`src/rtl/hwacc_tcdm_pkg.sv`:
```
// Shared types and constants for the accelerator TCDM responder slice.
// Provides the per-port request/response bundles, bus widths and the
// stall-injection LFSR constants and next-state helper.
package hwacc_tcdm_pkg;

  localparam int TCDM_DW  = 32;
  localparam int TCDM_BEW = 4;
  localparam int TCDM_AW  = 32;

  // Stall LFSR: 16-bit Fibonacci, taps 16,14,13,11 (bit indices 15,13,12,10).
  localparam logic [15:0] LFSR_SEED = 16'hACE1;
  localparam logic [15:0] LFSR_TAPS = 16'hB400;

  typedef struct packed {
    logic [TCDM_AW-1:0]  add;
    logic                wen;
    logic [TCDM_BEW-1:0] be;
    logic [TCDM_DW-1:0]  wdata;
  } tcdm_req_t;

  typedef struct packed {
    logic [TCDM_DW-1:0] r_rdata;
    logic               r_valid;
  } tcdm_rsp_t;

  // Shift left by one, feeding back the XOR of the tapped bits into bit 0.
  function automatic logic [15:0] lfsr_next(input logic [15:0] s);
    return {s[14:0], ^(s & LFSR_TAPS)};
  endfunction

endpackage

```
`src/rtl/hwacc_rr_arb.sv`:
```
// N-input round-robin arbiter. Grants the first requesting index at or
// after the pointer (wrapping), one-hot, and moves the pointer past the
// winner. en_i low suppresses the grant and freezes the pointer.
module hwacc_rr_arb #(
  parameter int N = 4
) (
  input  logic                 clk,
  input  logic                 rst,
  input  logic [N-1:0]         req_i,
  input  logic                 en_i,
  output logic [N-1:0]         gnt_o,
  output logic [$clog2(N)-1:0] idx_o,
  output logic                 valid_o
);

  localparam int IW = $clog2(N);

  logic [IW-1:0] ptr_q, ptr_d;
  int            j;

  // Search from the pointer upward and take the first asserted request.
  always_comb begin
    gnt_o   = '0;
    idx_o   = '0;
    valid_o = 1'b0;
    j       = 0;
    for (int i = 0; i < N; i++) begin
      j = (int'(ptr_q) + i) % N;
      if (en_i && !valid_o && req_i[j[IW-1:0]]) begin
        valid_o              = 1'b1;
        gnt_o[j[IW-1:0]]     = 1'b1;
        idx_o                = j[IW-1:0];
      end
    end
  end

  // Pointer moves to the slot after the winner, only on granting cycles.
  always_comb begin
    ptr_d = ptr_q;
    if (valid_o) begin
      ptr_d = (idx_o == IW'(N - 1)) ? '0 : idx_o + 1'b1;
    end
  end

  // Pointer register, cleared to port 0 on reset.
  always_ff @(posedge clk) begin
    if (rst) begin
      ptr_q <= '0;
    end else begin
      ptr_q <= ptr_d;
    end
  end

endmodule

```
`src/rtl/hwacc_tcdm_responder.sv`:
```
// TCDM slave responder: arbitrates N_PORTS masters round-robin onto one
// single-ported, 1-cycle-latency SRAM bank and returns in-order responses
// one cycle after acceptance. Out-of-range accesses are granted but never
// touch the SRAM; they return ERR_DATA on reads and bump a saturating count.
// Optional feature: define HWACC_TCDM_STALL_EN to add LFSR-driven grant
// back-pressure (no grant when lfsr[1:0] == 2'b00).
module hwacc_tcdm_responder
  import hwacc_tcdm_pkg::*;
#(
  parameter int          N_PORTS   = 4,
  parameter int          MEM_AW    = 12,
  parameter logic [31:0] BASE_ADDR = 32'h1000_0000,
  parameter logic [31:0] ERR_DATA  = 32'hBADACCE5
) (
  input  logic                        clk,
  input  logic                        rst,
  input  logic [N_PORTS-1:0]          req_i,
  output logic [N_PORTS-1:0]          gnt_o,
  input  logic [N_PORTS*TCDM_AW-1:0]  add_i,
  input  logic [N_PORTS-1:0]          wen_i,
  input  logic [N_PORTS*TCDM_BEW-1:0] be_i,
  input  logic [N_PORTS*TCDM_DW-1:0]  wdata_i,
  output logic [N_PORTS*TCDM_DW-1:0]  r_rdata_o,
  output logic [N_PORTS-1:0]          r_valid_o,
  output logic                        mem_req_o,
  output logic                        mem_we_o,
  output logic [MEM_AW-1:0]           mem_addr_o,
  output logic [TCDM_BEW-1:0]         mem_be_o,
  output logic [TCDM_DW-1:0]          mem_wdata_o,
  input  logic [TCDM_DW-1:0]          mem_rdata_i,
  output logic [15:0]                 err_cnt_o
);

  localparam int IW = $clog2(N_PORTS);

  tcdm_req_t        req_s [N_PORTS];
  tcdm_rsp_t        rsp_s [N_PORTS];
  tcdm_req_t        sel;
  logic             arb_en;
  logic             accept;
  logic [IW-1:0]    arb_idx;
  logic [31:0]      offset;
  logic             in_range;

  logic             resp_valid_q, resp_valid_d;
  logic [IW-1:0]    resp_port_q, resp_port_d;
  logic             resp_rd_q, resp_rd_d;
  logic             resp_err_q, resp_err_d;
  logic [15:0]      err_cnt_q, err_cnt_d;

  for (genvar k = 0; k < N_PORTS; k++) begin : g_port
    logic hit;
    assign req_s[k] = '{add:   add_i[k*TCDM_AW +: TCDM_AW],
                        wen:   wen_i[k],
                        be:    be_i[k*TCDM_BEW +: TCDM_BEW],
                        wdata: wdata_i[k*TCDM_DW +: TCDM_DW]};
    assign hit      = resp_valid_q && (resp_port_q == IW'(k));
    assign rsp_s[k] = '{r_rdata: (hit && resp_rd_q) ? (resp_err_q ? ERR_DATA : mem_rdata_i) : '0,
                        r_valid: hit};
    assign r_valid_o[k]                     = rsp_s[k].r_valid;
    assign r_rdata_o[k*TCDM_DW +: TCDM_DW]  = rsp_s[k].r_rdata;
  end

`ifdef HWACC_TCDM_STALL_EN
  logic [15:0] lfsr_q;

  // Free-running back-pressure LFSR, reseeded on reset.
  always_ff @(posedge clk) begin
    if (rst) begin
      lfsr_q <= LFSR_SEED;
    end else begin
      lfsr_q <= lfsr_next(lfsr_q);
    end
  end

  assign arb_en = ~rst & (lfsr_q[1:0] != 2'b00);
`else
  assign arb_en = ~rst;
`endif

  hwacc_rr_arb #(.N(N_PORTS)) u_arb (
    .clk     (clk),
    .rst     (rst),
    .req_i   (req_i),
    .en_i    (arb_en),
    .gnt_o   (gnt_o),
    .idx_o   (arb_idx),
    .valid_o (accept)
  );

  assign sel      = req_s[arb_idx];
  assign offset   = sel.add - BASE_ADDR;
  assign in_range = (offset >> (MEM_AW + 2)) == '0;

  assign mem_req_o   = accept & in_range;
  assign mem_we_o    = ~sel.wen;
  assign mem_addr_o  = offset[MEM_AW+1:2];
  assign mem_be_o    = sel.be;
  assign mem_wdata_o = sel.wdata;
  assign err_cnt_o   = err_cnt_q;

  // Capture who was served and how, so the response can be steered next cycle.
  always_comb begin
    resp_valid_d = accept;
    resp_port_d  = resp_port_q;
    resp_rd_d    = resp_rd_q;
    resp_err_d   = resp_err_q;
    err_cnt_d    = err_cnt_q;
    if (accept) begin
      resp_port_d = arb_idx;
      resp_rd_d   = sel.wen;
      resp_err_d  = ~in_range;
      if (!in_range && err_cnt_q != 16'hFFFF) begin
        err_cnt_d = err_cnt_q + 16'd1;
      end
    end
  end

  // Response pipeline and error counter; reset drops any pending response.
  always_ff @(posedge clk) begin
    if (rst) begin
      resp_valid_q <= 1'b0;
      resp_port_q  <= '0;
      resp_rd_q    <= 1'b0;
      resp_err_q   <= 1'b0;
      err_cnt_q    <= '0;
    end else begin
      resp_valid_q <= resp_valid_d;
      resp_port_q  <= resp_port_d;
      resp_rd_q    <= resp_rd_d;
      resp_err_q   <= resp_err_d;
      err_cnt_q    <= err_cnt_d;
    end
  end

endmodule
```
`config.mk`:
```
export PLATFORM = sky130hd
export DESIGN_NAME = hwacc_tcdm_responder
export DESIGN_NICKNAME = d
export VERILOG_FILES = /design/src/rtl/hwacc_tcdm_pkg.sv /design/src/rtl/hwacc_rr_arb.sv /design/src/rtl/hwacc_tcdm_responder.sv
export SDC_FILE = /design/constraint.sdc
export NUM_CORES = 1
export LEC_CHECK = 0
export ABC_AREA = 1
export BUFFER_PORTS_ARGS = -buffer_cell sky130_fd_sc_hd__clkbuf_2
export CORE_AREA = 3 3 200 202
export CTS_BUF_LIST = sky130_fd_sc_hd__clkbuf_4 sky130_fd_sc_hd__clkbuf_8 sky130_fd_sc_hd__clkbuf_16
export DETAILED_ROUTE_END_ITERATION = 10
export DIE_AREA = 0 0 203 205
export HOLD_SLACK_MARGIN = 0.06
export PLACE_DENSITY = 0.41
export SYNTH_ARGS = -nofsm -noshare
export SYNTH_HDL_FRONTEND = slang
export SYNTH_SLANG_ARGS = --single-unit
```
`constraint.sdc`:
```
create_clock -name clk -period 6.3 [get_ports clk]
set_clock_uncertainty 0.2 [all_clocks]
set_input_delay 1.26 -clock clk [delete_from_list [all_inputs] [get_ports clk]]
set_output_delay 1.26 -clock clk [all_outputs]
set_load 0.05 [all_outputs]
```
==> impl_metrics.yaml <==
status:
  status: "finished, final reports clean"
finish:
  final.fill_count: 4506
  final_common_cell: "clkbuf_2"
  areaGrowthSynthToFinish_pct: 64.33
  mostFrequentLayoutCells: "507 x clkbuf_2, 317 x nor2_1, 74 x nand2_1"
  finalNonFillerCells: 1734
  finalNetCount: 1532
  fraction_of_final_layout_cells_with_drive_strength_greater_than_1: 0.4439
hold_path:
  type_of_the_most_critical_hold_path: "flop to flop"
  hold_depth: 2
cts:
  post_cts_resized: 0
  cts_setup_buffers: 0
  cts_hold_buf: 0
  number_of_clock_buffers_inserted_by_tritoncts: 3
  path_clk_slew_ns: 0.06
  cts.sinks: 23
  clock_latency_ns: 0.26
  cts_tree: "yes"
  clockRootBuffer: "clkbuf_16"
  cts_buffer_depth: 2
  h-tree-depth: 1
grt:
  maximum_number_of_pins_on_one_net_before_global_route_repair: 56
  grt_overflow: 0
  grt_pass1_wl_mm: 40.47
  grt_pass1_vias: 6763
  antenna_found_initial: 9
  total_routing_usage_gr: 0.1252
place:
  port_buffers: 507
  place_ws_ns: 0.9862
  number_of_placed_cells_counting_well_taps: 1726
  hpwlAfterDp_mm: 24.63
  gp_routability_congestion: 0.8935
synth:
  synth-warning-count: 0
  sequential_fraction_of_the_synthesis_area: 0.1067
  average_size_of_a_mapped_cell_um2: 5.420
  register_bit_count_reported_by_yosys: 23
  syn_nets: 1115
  synth_area_um2: 4314
  synthesis.instances: 796
  synth.lib_cells_used.distinct: 35
floorplanning:
  dieArea_um2: 41620
  die_x_um: 203
  floorplan.initialDensity: 0.1122
  design.portCount: 516
  die_h_um: 205
  core_area_um2: 38470
  rows: 72
routing:
  route.detailed.vias_per_inst: 3.997
  postRouteWirelength_mm: 28.73
  drc: 0
  num_vias: 6931
  routed_wirelength_normalized_by_instance_count_um: 16.57
  drtAntennaViolNets: 0
  drt_pre_antenna_iters: 4
  drt_iter0_markers: 384
worst_setup_path:
  critical_path_peak_fanout: 36
  cp-start-kind: "input port"
  critical_path_arrival_ns: 3.80
  critPathKind: "input port to output pin"
  regToRegSetupSlack_ns: 2.54
  cp_data_required_time_ns: 4.84
  worstRegToRegCells: 16
  critical_path.endpoint_type: "output pin"
sta:
  setup_viol: 0
  hold_viol: 0
  rsz_0062_raised_after_global_routing: "false"
  max_slew_margin: 0.1744
  totalNegativeSetupSlack_ns: 0
  final.period_utilization: 0.8354
  final_period_minus_worst_setup_slack_ns: 5.263
  final_hold_slack_ns: 0.3067
  timing_max_transition_violations_final: 0
  fmax_mhz: 190.0
  timing_worst_slew_pin_value_ns: 1.235
  setup_slack_ns: 1.037
power_and_ir_drop:
  design_power_total_uw: 4430
  peak_supply_drop_uv: 409.2
  power_density_nw_per_um2: 624.9
  total_leakage_power_uw: 0.003777
flow_run:
  max_cap_viols: 0
[worst paths after layout]
check | start | end
setup / recovery | rst | mem_wdata_o[26]
setup reg to reg | u_arb.ptr_q[0] | err_cnt_o[1]
hold reg to reg | err_cnt_o[9] | err_cnt_o[9]
hold / removal | err_cnt_o[9] | err_cnt_o[9]
[registers in the layout, summed over array words and instances (netlist names)]
signal and cells:
resp_err_q 1, resp_valid_q 1, resp_rd_q 1, err_cnt_o 16
u_arb.ptr_q 2, resp_port_q 2
[critical path: stages]
cell	delay, ns
clkbuf_2	0.09
inv_1	0.21
nand2_1	0.10
nor2_1	0.14
nand2_1	0.17
nand3_2	0.17
nand2_1	0.12
nand2_4	0.35
buf_4	0.28
nor2_1	0.06
o32ai_1	0.42
clkbuf_2	0.37
[where the power goes]
group	switching, uW	leakage [uW]	internal (uW)	total (uW)
Clock	56.5	0.0000416	90.8	147
Combinational	3180	0.00355	884	4070
Sequential	46.2	0.000188	171	217
[stage by stage]
| stage | cell area (um^2) | utilization |
|---|---|---|
| after floorplan | 4314 | - |
| after global placement | 6997 | 0.1819 |
| after detailed placement | 6997 | 0.1819 |
| after CTS | 7079 | 0.1840 |
| after global routing | 7087 | 0.1842 |
| final | 7089 | 0.1843 |
[area by class of cell]
class                      count  area (um^2)  share of cell area
timing repair buffer         518         2658              0.3749
multi-input combinational    628         3084              0.4351
antenna                        4        10.01            0.001412
sequential                    23        460.4             0.06495
inverter                      39        146.4             0.02065
tap                          518        648.1             0.09142
clock buffer                   4        82.58             0.01165
[per-layer routing]
metal | vias to the layer above | GRT usage | share of wire
met5 | - | 0 | 0.0021
met4 | 10 | 0.04207 | 0.031
met3 | 37 | 0.02892 | 0.078
met2 | 373 | 0.2488 | 0.53
met1 | 3061 | 0.1273 | 0.36
li1 | 3450 | - | -
[synthesized netlist by cell type, drive strengths merged]
cell | number | area share
nor2 | 318 | 0.28
nand2 | 81 | 0.074
buf | 75 | 0.12
o21ai | 55 | 0.064
o32ai | 48 | 0.097
inv | 39 | 0.034
clkbuf | 31 | 0.027
nand3 | 30 | 0.047
dfxtp | 23 | 0.11
a21oi | 20 | 0.023
nand4 | 19 | 0.028
nor3 | 11 | 0.013
nor4 | 11 | 0.016
xor2 | 10 | 0.020
ha | 5 | 0.015
nor4b | 4 | 0.0081
xnor2 | 4 | 0.0081
nand3b | 2 | 0.0035
o211ai | 2 | 0.0035
o22ai | 2 | 0.0029
a211oi | 1 | 0.0017
a221oi | 1 | 0.0020
a22oi | 1 | 0.0017
o21bai | 1 | 0.0017
o221ai | 1 | 0.0020
o31ai | 1 | 0.0017
[kinds of logic (layout without fill, tap and decap cells)]
| group | count (synthesis) | count (layout) | synth area share |
|---|---|---|---|
| xor gates and xnor gates | 14 | 14 | 0.02842 |
| DFF | 23 | 23 | 0.1067 |
| adders and majority gates | 5 | 5 | 0.01450 |
| and+or+nand+nor | 476 | 476 | 0.4661 |
| buffers and inverters | 145 | 561 | 0.1824 |
| AOI/OAI and AO/OA | 133 | 133 | 0.2019 |
| other | 0 | 4 | 0 |
No activity file was read; power rests on OpenSTA's default activity.
